<file path="src/rtl/inst_sequencer_pkg.sv">
// -----------------------------------------------------------------------------
// inst_sequencer_pkg
// Shared definitions for the vending-machine instruction set. It holds the
// opcodes, the marker register and the 19-bit field positions. It also holds
// the sequencer state encoding and the decoded-field bundle that the decoder
// and the sequencer exchange.
// -----------------------------------------------------------------------------
package inst_sequencer_pkg;

    localparam logic [2:0] OP_ADD   = 3'd0;
    localparam logic [2:0] OP_SUB   = 3'd1;
    localparam logic [2:0] OP_LDI   = 3'd7;
    localparam logic [3:0] REG_MARK = 4'hf;

    // Field positions inside the 19-bit instruction word.
    localparam int OP_HI  = 18;
    localparam int OP_LO  = 16;
    localparam int RD_HI  = 15;
    localparam int RD_LO  = 12;
    localparam int RS_HI  = 11;
    localparam int RS_LO  = 8;
    localparam int RT_HI  = 7;
    localparam int RT_LO  = 4;
    localparam int IMM_HI = 11;
    localparam int IMM_LO = 0;

    typedef enum logic [1:0] {
        ST_IDLE  = 2'd0,
        ST_HDR   = 2'd1,
        ST_ISSUE = 2'd2,
        ST_END   = 2'd3
    } state_t;

    typedef struct packed {
        logic [2:0]  alu_op;
        logic [3:0]  rd;
        logic [3:0]  rs;
        logic [3:0]  rt;
        logic [11:0] imm;
        logic        rf_we;
    } fields_t;

endpackage

</file>
<file path="src/rtl/inst_sequencer_if.sv">
// -----------------------------------------------------------------------------
// inst_sequencer_if
// Bundles the sequencer's control, ROM and decode signals.
//   master : the sequencer. It receives start, ex_ready and rom_dout. It drives
//            rom_addr, busy, done, err, issue_valid and the decoded fields.
//   slave  : the surroundings. These are the vend FSM, the ROM and the
//            register file/ALU.
// -----------------------------------------------------------------------------
interface inst_sequencer_if #(
    parameter int ADDR_W = 3,
    parameter int INST_W = 19
);
    logic              start;
    logic              ex_ready;
    logic [INST_W-1:0] rom_dout;
    logic [ADDR_W-1:0] rom_addr;
    logic              busy;
    logic              done;
    logic              err;
    logic              issue_valid;
    logic [2:0]        alu_op;
    logic [3:0]        rd;
    logic [3:0]        rs;
    logic [3:0]        rt;
    logic [11:0]       imm;
    logic              rf_we;

    modport master (
        input  start, ex_ready, rom_dout,
        output rom_addr, busy, done, err, issue_valid,
               alu_op, rd, rs, rt, imm, rf_we
    );

    modport slave (
        output start, ex_ready, rom_dout,
        input  rom_addr, busy, done, err, issue_valid,
               alu_op, rd, rs, rt, imm, rf_we
    );
endinterface

</file>
<file path="src/rtl/inst_sequencer_decode.sv">
// -----------------------------------------------------------------------------
// inst_decode
// Purely combinational split of one ROM word into its register-file/ALU fields.
//   inst_i      : raw instruction word
//   fields_o    : alu_op/rd/rs/rt/imm plus the write enable for rd
//   is_marker_o : word is the header/end marker (LDI into r15)
// A marker never writes, so rf_we is simply the inverse of is_marker.
// -----------------------------------------------------------------------------
module inst_decode
    import inst_sequencer_pkg::*;
#(
    parameter int INST_W = 19
) (
    input  logic [INST_W-1:0] inst_i,
    output fields_t           fields_o,
    output logic              is_marker_o
);
    assign fields_o.alu_op = inst_i[OP_HI:OP_LO];
    assign fields_o.rd     = inst_i[RD_HI:RD_LO];
    assign fields_o.rs     = inst_i[RS_HI:RS_LO];
    assign fields_o.rt     = inst_i[RT_HI:RT_LO];
    // imm overlaps rs/rt; only LDI interprets it.
    assign fields_o.imm    = inst_i[IMM_HI:IMM_LO];

    assign is_marker_o     = (inst_i[OP_HI:OP_LO] == OP_LDI) &&
                             (inst_i[RD_HI:RD_LO] == REG_MARK);
    assign fields_o.rf_we  = !is_marker_o;
endmodule

</file>
<file path="src/rtl/inst_sequencer.sv">
// -----------------------------------------------------------------------------
// inst_sequencer
// Fetch/decode stage. On a start pulse it checks the header marker at address
// 0. It then issues words from address 1 upward, one per cycle when ex_ready
// is high, until it meets the end marker. At that point it pulses done.
//   clk  : rising-edge clock
//   rst  : synchronous, active-high reset
//   bus  : inst_sequencer_if.master. This is start/ex_ready/rom_dout in, and
//          rom_addr, status pulses and registered decode fields out.
// A missing header, or running off the last address without an end marker,
// ends the program with an err pulse instead of done.
// -----------------------------------------------------------------------------
module inst_sequencer
    import inst_sequencer_pkg::*;
#(
    parameter int ADDR_W = 3,
    parameter int INST_W = 19
) (
    input  logic             clk,
    input  logic             rst,
    inst_sequencer_if.master bus
);
    state_t            state_q, state_d;
    logic [ADDR_W-1:0] pc_q, pc_d;
    logic              busy_q, busy_d;
    logic              done_q, done_d;
    logic              err_q, err_d;
    logic              issue_q, issue_d;
    fields_t           fld_q, fld_d;

    fields_t           dec;
    logic              is_marker;

    inst_decode #(.INST_W(INST_W)) u_decode (
        .inst_i      (bus.rom_dout),
        .fields_o    (dec),
        .is_marker_o (is_marker)
    );

    always_comb begin
        // NOTE: every next-state signal gets a default before the case so
        // that no path leaves one unassigned, which would infer a latch.
        state_d      = state_q;
        pc_d         = pc_q;
        busy_d       = busy_q;
        done_d       = 1'b0;
        err_d        = 1'b0;
        issue_d      = 1'b0;
        fld_d        = fld_q;     // decode fields hold between issues
        fld_d.rf_we  = 1'b0;      // write enable lives only with issue_valid

        case (state_q)
            ST_IDLE: begin
                pc_d = '0;
                if (bus.start) begin
                    busy_d  = 1'b1;
                    state_d = ST_HDR;
                end
            end
            ST_HDR: begin
                if (is_marker) begin
                    pc_d    = ADDR_W'(1);
                    state_d = ST_ISSUE;
                end else begin
                    err_d   = 1'b1;
                    busy_d  = 1'b0;
                    state_d = ST_IDLE;
                end
            end
            ST_ISSUE: begin
                if (bus.ex_ready) begin
                    if (is_marker) begin
                        state_d = ST_END;
                    end else begin
                        fld_d   = dec;
                        issue_d = 1'b1;
                        // The last word is still issued. Without an end
                        // marker the run then aborts instead of wrapping.
                        if (&pc_q) begin
                            err_d   = 1'b1;
                            busy_d  = 1'b0;
                            pc_d    = '0;
                            state_d = ST_IDLE;
                        end else begin
                            pc_d = pc_q + ADDR_W'(1);
                        end
                    end
                end
            end
            ST_END: begin
                done_d  = 1'b1;
                busy_d  = 1'b0;
                pc_d    = '0;
                state_d = ST_IDLE;
            end
            default: state_d = ST_IDLE;
        endcase
    end

    always_ff @(posedge clk) begin
        // NOTE: state updates use non-blocking assignments, so every register
        // samples the pre-edge values regardless of statement order.
        if (rst) begin
            // NOTE: the decode field registers are reset too, because they
            // are directly visible outputs and must read 0 after reset.
            state_q <= ST_IDLE;
            pc_q    <= '0;
            busy_q  <= 1'b0;
            done_q  <= 1'b0;
            err_q   <= 1'b0;
            issue_q <= 1'b0;
            fld_q   <= '0;
        end else begin
            state_q <= state_d;
            pc_q    <= pc_d;
            busy_q  <= busy_d;
            done_q  <= done_d;
            err_q   <= err_d;
            issue_q <= issue_d;
            fld_q   <= fld_d;
        end
    end

    assign bus.rom_addr    = pc_q;
    assign bus.busy        = busy_q;
    assign bus.done        = done_q;
    assign bus.err         = err_q;
    assign bus.issue_valid = issue_q;
    assign bus.alu_op      = fld_q.alu_op;
    assign bus.rd          = fld_q.rd;
    assign bus.rs          = fld_q.rs;
    assign bus.rt          = fld_q.rt;
    assign bus.imm         = fld_q.imm;
    assign bus.rf_we       = fld_q.rf_we;
endmodule

</file>
<file path="src/flat_wrapper.sv">
// flat-port wrapper written by rule: the top's interface ports become plain ports
module inst_sequencer_flat import inst_sequencer_pkg::*;
#(
    parameter int ADDR_W = 3,
    parameter int INST_W = 19
)
  (clk, rst, bus_start, bus_ex_ready, bus_rom_dout, bus_rom_addr, bus_busy, bus_done, bus_err, bus_issue_valid, bus_alu_op, bus_rd, bus_rs, bus_rt, bus_imm, bus_rf_we);
  inst_sequencer_if #(.ADDR_W(ADDR_W), .INST_W(INST_W)) bus_i ();
  input  logic clk;
  input  logic rst;
  input wire logic [$bits(bus_i.start)-1:0] bus_start;
  input wire logic [$bits(bus_i.ex_ready)-1:0] bus_ex_ready;
  input wire logic [$bits(bus_i.rom_dout)-1:0] bus_rom_dout;
  output wire logic [$bits(bus_i.rom_addr)-1:0] bus_rom_addr;
  output wire logic [$bits(bus_i.busy)-1:0] bus_busy;
  output wire logic [$bits(bus_i.done)-1:0] bus_done;
  output wire logic [$bits(bus_i.err)-1:0] bus_err;
  output wire logic [$bits(bus_i.issue_valid)-1:0] bus_issue_valid;
  output wire logic [$bits(bus_i.alu_op)-1:0] bus_alu_op;
  output wire logic [$bits(bus_i.rd)-1:0] bus_rd;
  output wire logic [$bits(bus_i.rs)-1:0] bus_rs;
  output wire logic [$bits(bus_i.rt)-1:0] bus_rt;
  output wire logic [$bits(bus_i.imm)-1:0] bus_imm;
  output wire logic [$bits(bus_i.rf_we)-1:0] bus_rf_we;
  assign bus_i.start = bus_start;
  assign bus_i.ex_ready = bus_ex_ready;
  assign bus_i.rom_dout = bus_rom_dout;
  assign bus_rom_addr = bus_i.rom_addr;
  assign bus_busy = bus_i.busy;
  assign bus_done = bus_i.done;
  assign bus_err = bus_i.err;
  assign bus_issue_valid = bus_i.issue_valid;
  assign bus_alu_op = bus_i.alu_op;
  assign bus_rd = bus_i.rd;
  assign bus_rs = bus_i.rs;
  assign bus_rt = bus_i.rt;
  assign bus_imm = bus_i.imm;
  assign bus_rf_we = bus_i.rf_we;
  inst_sequencer #(.ADDR_W(ADDR_W), .INST_W(INST_W)) u_core (.clk(clk), .rst(rst), .bus(bus_i));
endmodule
</file>
<file path="config.mk">
export PLATFORM = sky130hd
export DESIGN_NAME = inst_sequencer_flat
export DESIGN_NICKNAME = d
export VERILOG_FILES = /design/src/rtl/inst_sequencer_pkg.sv /design/src/rtl/inst_sequencer_if.sv /design/src/rtl/inst_sequencer_decode.sv /design/src/rtl/inst_sequencer.sv /design/src/flat_wrapper.sv
export SDC_FILE = /design/constraint.sdc
export NUM_CORES = 1
export LEC_CHECK = 0
export ABC_CLOCK_PERIOD_IN_PS = 2250
export CORE_ASPECT_RATIO = 0.6
export CORE_UTILIZATION = 41
export DETAILED_ROUTE_END_ITERATION = 6
export PLACE_DENSITY_LB_ADDON = 0.1
export SLEW_MARGIN = 0
export SYNTH_ARGS = -nofsm -noshare
export SYNTH_HDL_FRONTEND = slang
export SYNTH_SLANG_ARGS = --single-unit
</file>
<file path="constraint.sdc">
create_clock -name clk -period 2.25 [get_ports clk]
set_clock_uncertainty 0.1 [all_clocks]
set_input_delay 0.225 -clock clk [delete_from_list [all_inputs] [get_ports clk]]
set_output_delay 0.225 -clock clk [all_outputs]
set_load 0.01 [all_outputs]
</file>
==> impl_metrics.csv, run 1 <==
group,metric,value,unit
timing,whs,367,ps
cts,post_cts_buffers,0,
finish,final_layout_size_suffix_gt1_share,5.76,%
timing,fin_ws,269,ps
global_route,grt_max_degree,17,
synth,synth_cell_types,30,
cts,cts_buffer_depth,2,
finish,final_cell_mix,"clkdlybuf4s50_1, dfxtp_1, nor2_1, mux2i_1, ha_1",
worst_setup_path,cp_slowest_cell,"ha_1",
floorplan,die-area,0.00341,mm2
worst_setup_path,max_stage_delay,430,ps
global_route,grt_overflow,0,
route,avgRoutedWirePerCell,13.5,um
cts,cts_buffers,5,
synth,syn_inst,138,
finish,nets,220,
pwr,p_leak,0.840,nW
synth,synth_nets,168,
synth,ys_ff_latch,29,
timing,period_needed,1980,ps
placement,hpwlAfterDp,2420,um
timing,worstMarginPinSlew,568,ps
route,drc_errors,0,
route,drt_iter0_drc,54,
timing,slew_headroom,62.0,%
timing,max_freq,505,MHz
floorplan,die_y,45.6,um
timing,rsz0062_at_grt,"no",
job,cap_viol_max_count,0,
worst_setup_path,path_max_fanout,11,
synth,avgSynthCellArea,9.43,um2
synth,seq_area_frac_synth,44.6,%
timing,fin_crit_sh,88.0,%
worst_setup_path,cp.arrival,2040,ps
finish,area_growth,49.0,%
cts,postCtsHoldBufs,0,
synth,syn-cell-area,0.00130,mm2
timing,setup_tns,0,ps
timing,slew_violations,0,
floorplan,rows,15,
synth,synth_warnings,0,
cts,cts_resized,0,
run_status,outcome,"complete, no violations",
worst_setup_path,path_class,"register to register",
floorplan,core,0.00295,mm2
cts,h-tree-depth,2,
route,drtAntennaViolNets,0,
floorplan,fp.dieW,74.7,um
global_route,grt_first_pass_wirelength,4910,um
finish,final.fill_count,256,
route,via_per_inst,5.06,
finish,layout_commonest_cell,"clkdlybuf4s50_1",
worst_setup_path,cp.required,2310,ps
global_route,antenna_found_initial,0,
timing,finalSetupViolCount,0,
route,vias,1178,
route,routed_wl,3150,um
worst_setup_path,cp_cell_sequence,"inv_1, ha_1, nand4_1, o21ai_0, a21oi_1, mux2_2",
worst_setup_path,cp-start-kind,"register",
pwr,peakVddDrop,0.406,mV
min_path,hold_class,"register to register",
route,dr.pass1.iters,4,
global_route,grt_use_total,19.8,%
placement,post-place-ws,90.6,ps
cts,path_clk_slew,60,ps
finish,antenna_cells,0,
worst_setup_path,crit_path_end_kind,"register",
global_route,grt_pass1_vias,1104,
cts,cts_root_buf,"clkbuf_8",
floorplan,start_util,44.2,%
cts,cts_tree,"done",
floorplan,ios,58,
pwr,power.density,523,mW/mm2
cts,clk_latency,260,ps
placement,gp_congestion,0.841,
cts,cts_sinks,29,
timing,hold_violations,0,
placement,io_buffers,57,
## state kept, by name, summed over array words and instances (netlist names)
name / cells
u_core.bus.alu_op: 3
u_core.bus.busy: 1
u_core.bus.rom_addr: 3
u_core.bus.rf_we: 1
u_core.bus.imm: 11
u_core.bus.rs: 1
u_core.bus.err: 1
u_core.bus.issue_valid: 1
u_core.bus.done: 1
u_core.bus.rd: 4
u_core.state_q: 2
## report_power, final
group | internal (W) | leakage [nW] | switching, W | total, W
clock network | 0.000219 | 0.0395 | 0.000170 | 0.000389
logic | 0.0000585 | 0.566 | 0.0000421 | 0.000101
registers | 0.000520 | 0.234 | 0.00000544 | 0.000526
## layout make-up
cell class	instances	area, um2	area share (%)
multi-input combinational	90	618	31.9
timing repair buffer	60	593	30.6
sequential	29	581	29.9
clock buffer	8	80.1	4.13
tap	42	52.6	2.71
inverter	4	15.0	0.774
## cells by family after synthesis
kind of cell / count (synthesis) / synth area share, %
compound gates: 15 / 8.08
flops: 29 / 44.6
fa+ha+maj: 7 / 6.73
mux: 21 / 16.2
simple gates: 47 / 16.2
buf+inv: 19 / 8.17
## cells in the mapped netlist (all sizes together)
cell | n | share of area (%)
o311ai | 1 | 0.67
ha | 7 | 6.7
nand4 | 3 | 1.4
nor3b | 1 | 0.58
mux2i | 20 | 15
a2bb2oi | 1 | 0.67
nor2 | 27 | 7.8
or2 | 1 | 0.48
a21oi | 2 | 0.77
nand3 | 4 | 1.5
or4 | 1 | 0.58
nor3 | 1 | 0.38
o21ai | 3 | 1.2
a21bo | 1 | 0.77
a31oi | 1 | 0.48
o21bai | 1 | 0.58
a22oi | 2 | 1.2
nor2b | 2 | 0.96
clkbuf | 4 | 1.2
mux2 | 1 | 0.87
o31ai | 1 | 0.58
a2111oi | 1 | 0.67
buf | 11 | 5.8
nand2 | 5 | 1.4
a211oi | 1 | 0.58
dfxtp | 29 | 45
nand2b | 2 | 0.96
inv | 4 | 1.2
## per-stage QoR
stage	std cells	utilization (%)	instance area, um2	power [W]
floorplan	138	-	1300	0.000575
global placement	225	63.1	1860	0.000633
detailed placement	225	63.1	1860	0.000637
CTS	233	65.8	1940	0.00103
global route	233	65.8	1940	0.00106
finish	233	65.8	1940	0.00102
## final timing paths
check / from / to / slack, ps / depth (start not counted)
worst max-delay path: u_core.state_q[0]$_SDFFE_PP0P_ / u_core.bus.rom_addr[0]$_SDFFE_PP0P_ / 270 / 6
worst min-delay path: u_core.bus.alu_op[2]$_SDFFE_PP0P_ / u_core.bus.alu_op[2]$_SDFFE_PP0P_ / 370 / 2
worst max register to register: u_core.state_q[0]$_SDFFE_PP0P_ / u_core.bus.rom_addr[0]$_SDFFE_PP0P_ / 270 / 6
worst min register to register: u_core.bus.alu_op[2]$_SDFFE_PP0P_ / u_core.bus.alu_op[2]$_SDFFE_PP0P_ / 370 / 2
## worst max-delay path: cells and delay by family, from the launching register on
kind	cells	cell delay, ps
buffers and inverters	1	140
DFF	1	340
and+or+nand+nor	1	130
muxes	1	280
AOI/OAI and AO/OA	2	460
adders and majority gates	1	430
## metal layers
| layer | global-route usage (%) | up-vias | wire length (um) |
|---|---|---|---|
| li1 | - | 573 | - |
| met1 | 23.0 | 547 | 1380 |
| met2 | 33.7 | 54 | 1500 |
| met3 | 7.08 | 4 | 241 |
| met4 | 7.92 | 0 | 32 |
| met5 | 0 | - | 0 |
Note: power is estimated with default switching activity, not from simulation.
==> run 2: changes to the inputs <==
CTS_CLUSTER_DIAMETER = 100   (was default)
HOLD_SLACK_MARGIN = 0.08   (was default)
==> results of run 2 <==
No change in the layout: final DEF, timing and power equal those of run 1.
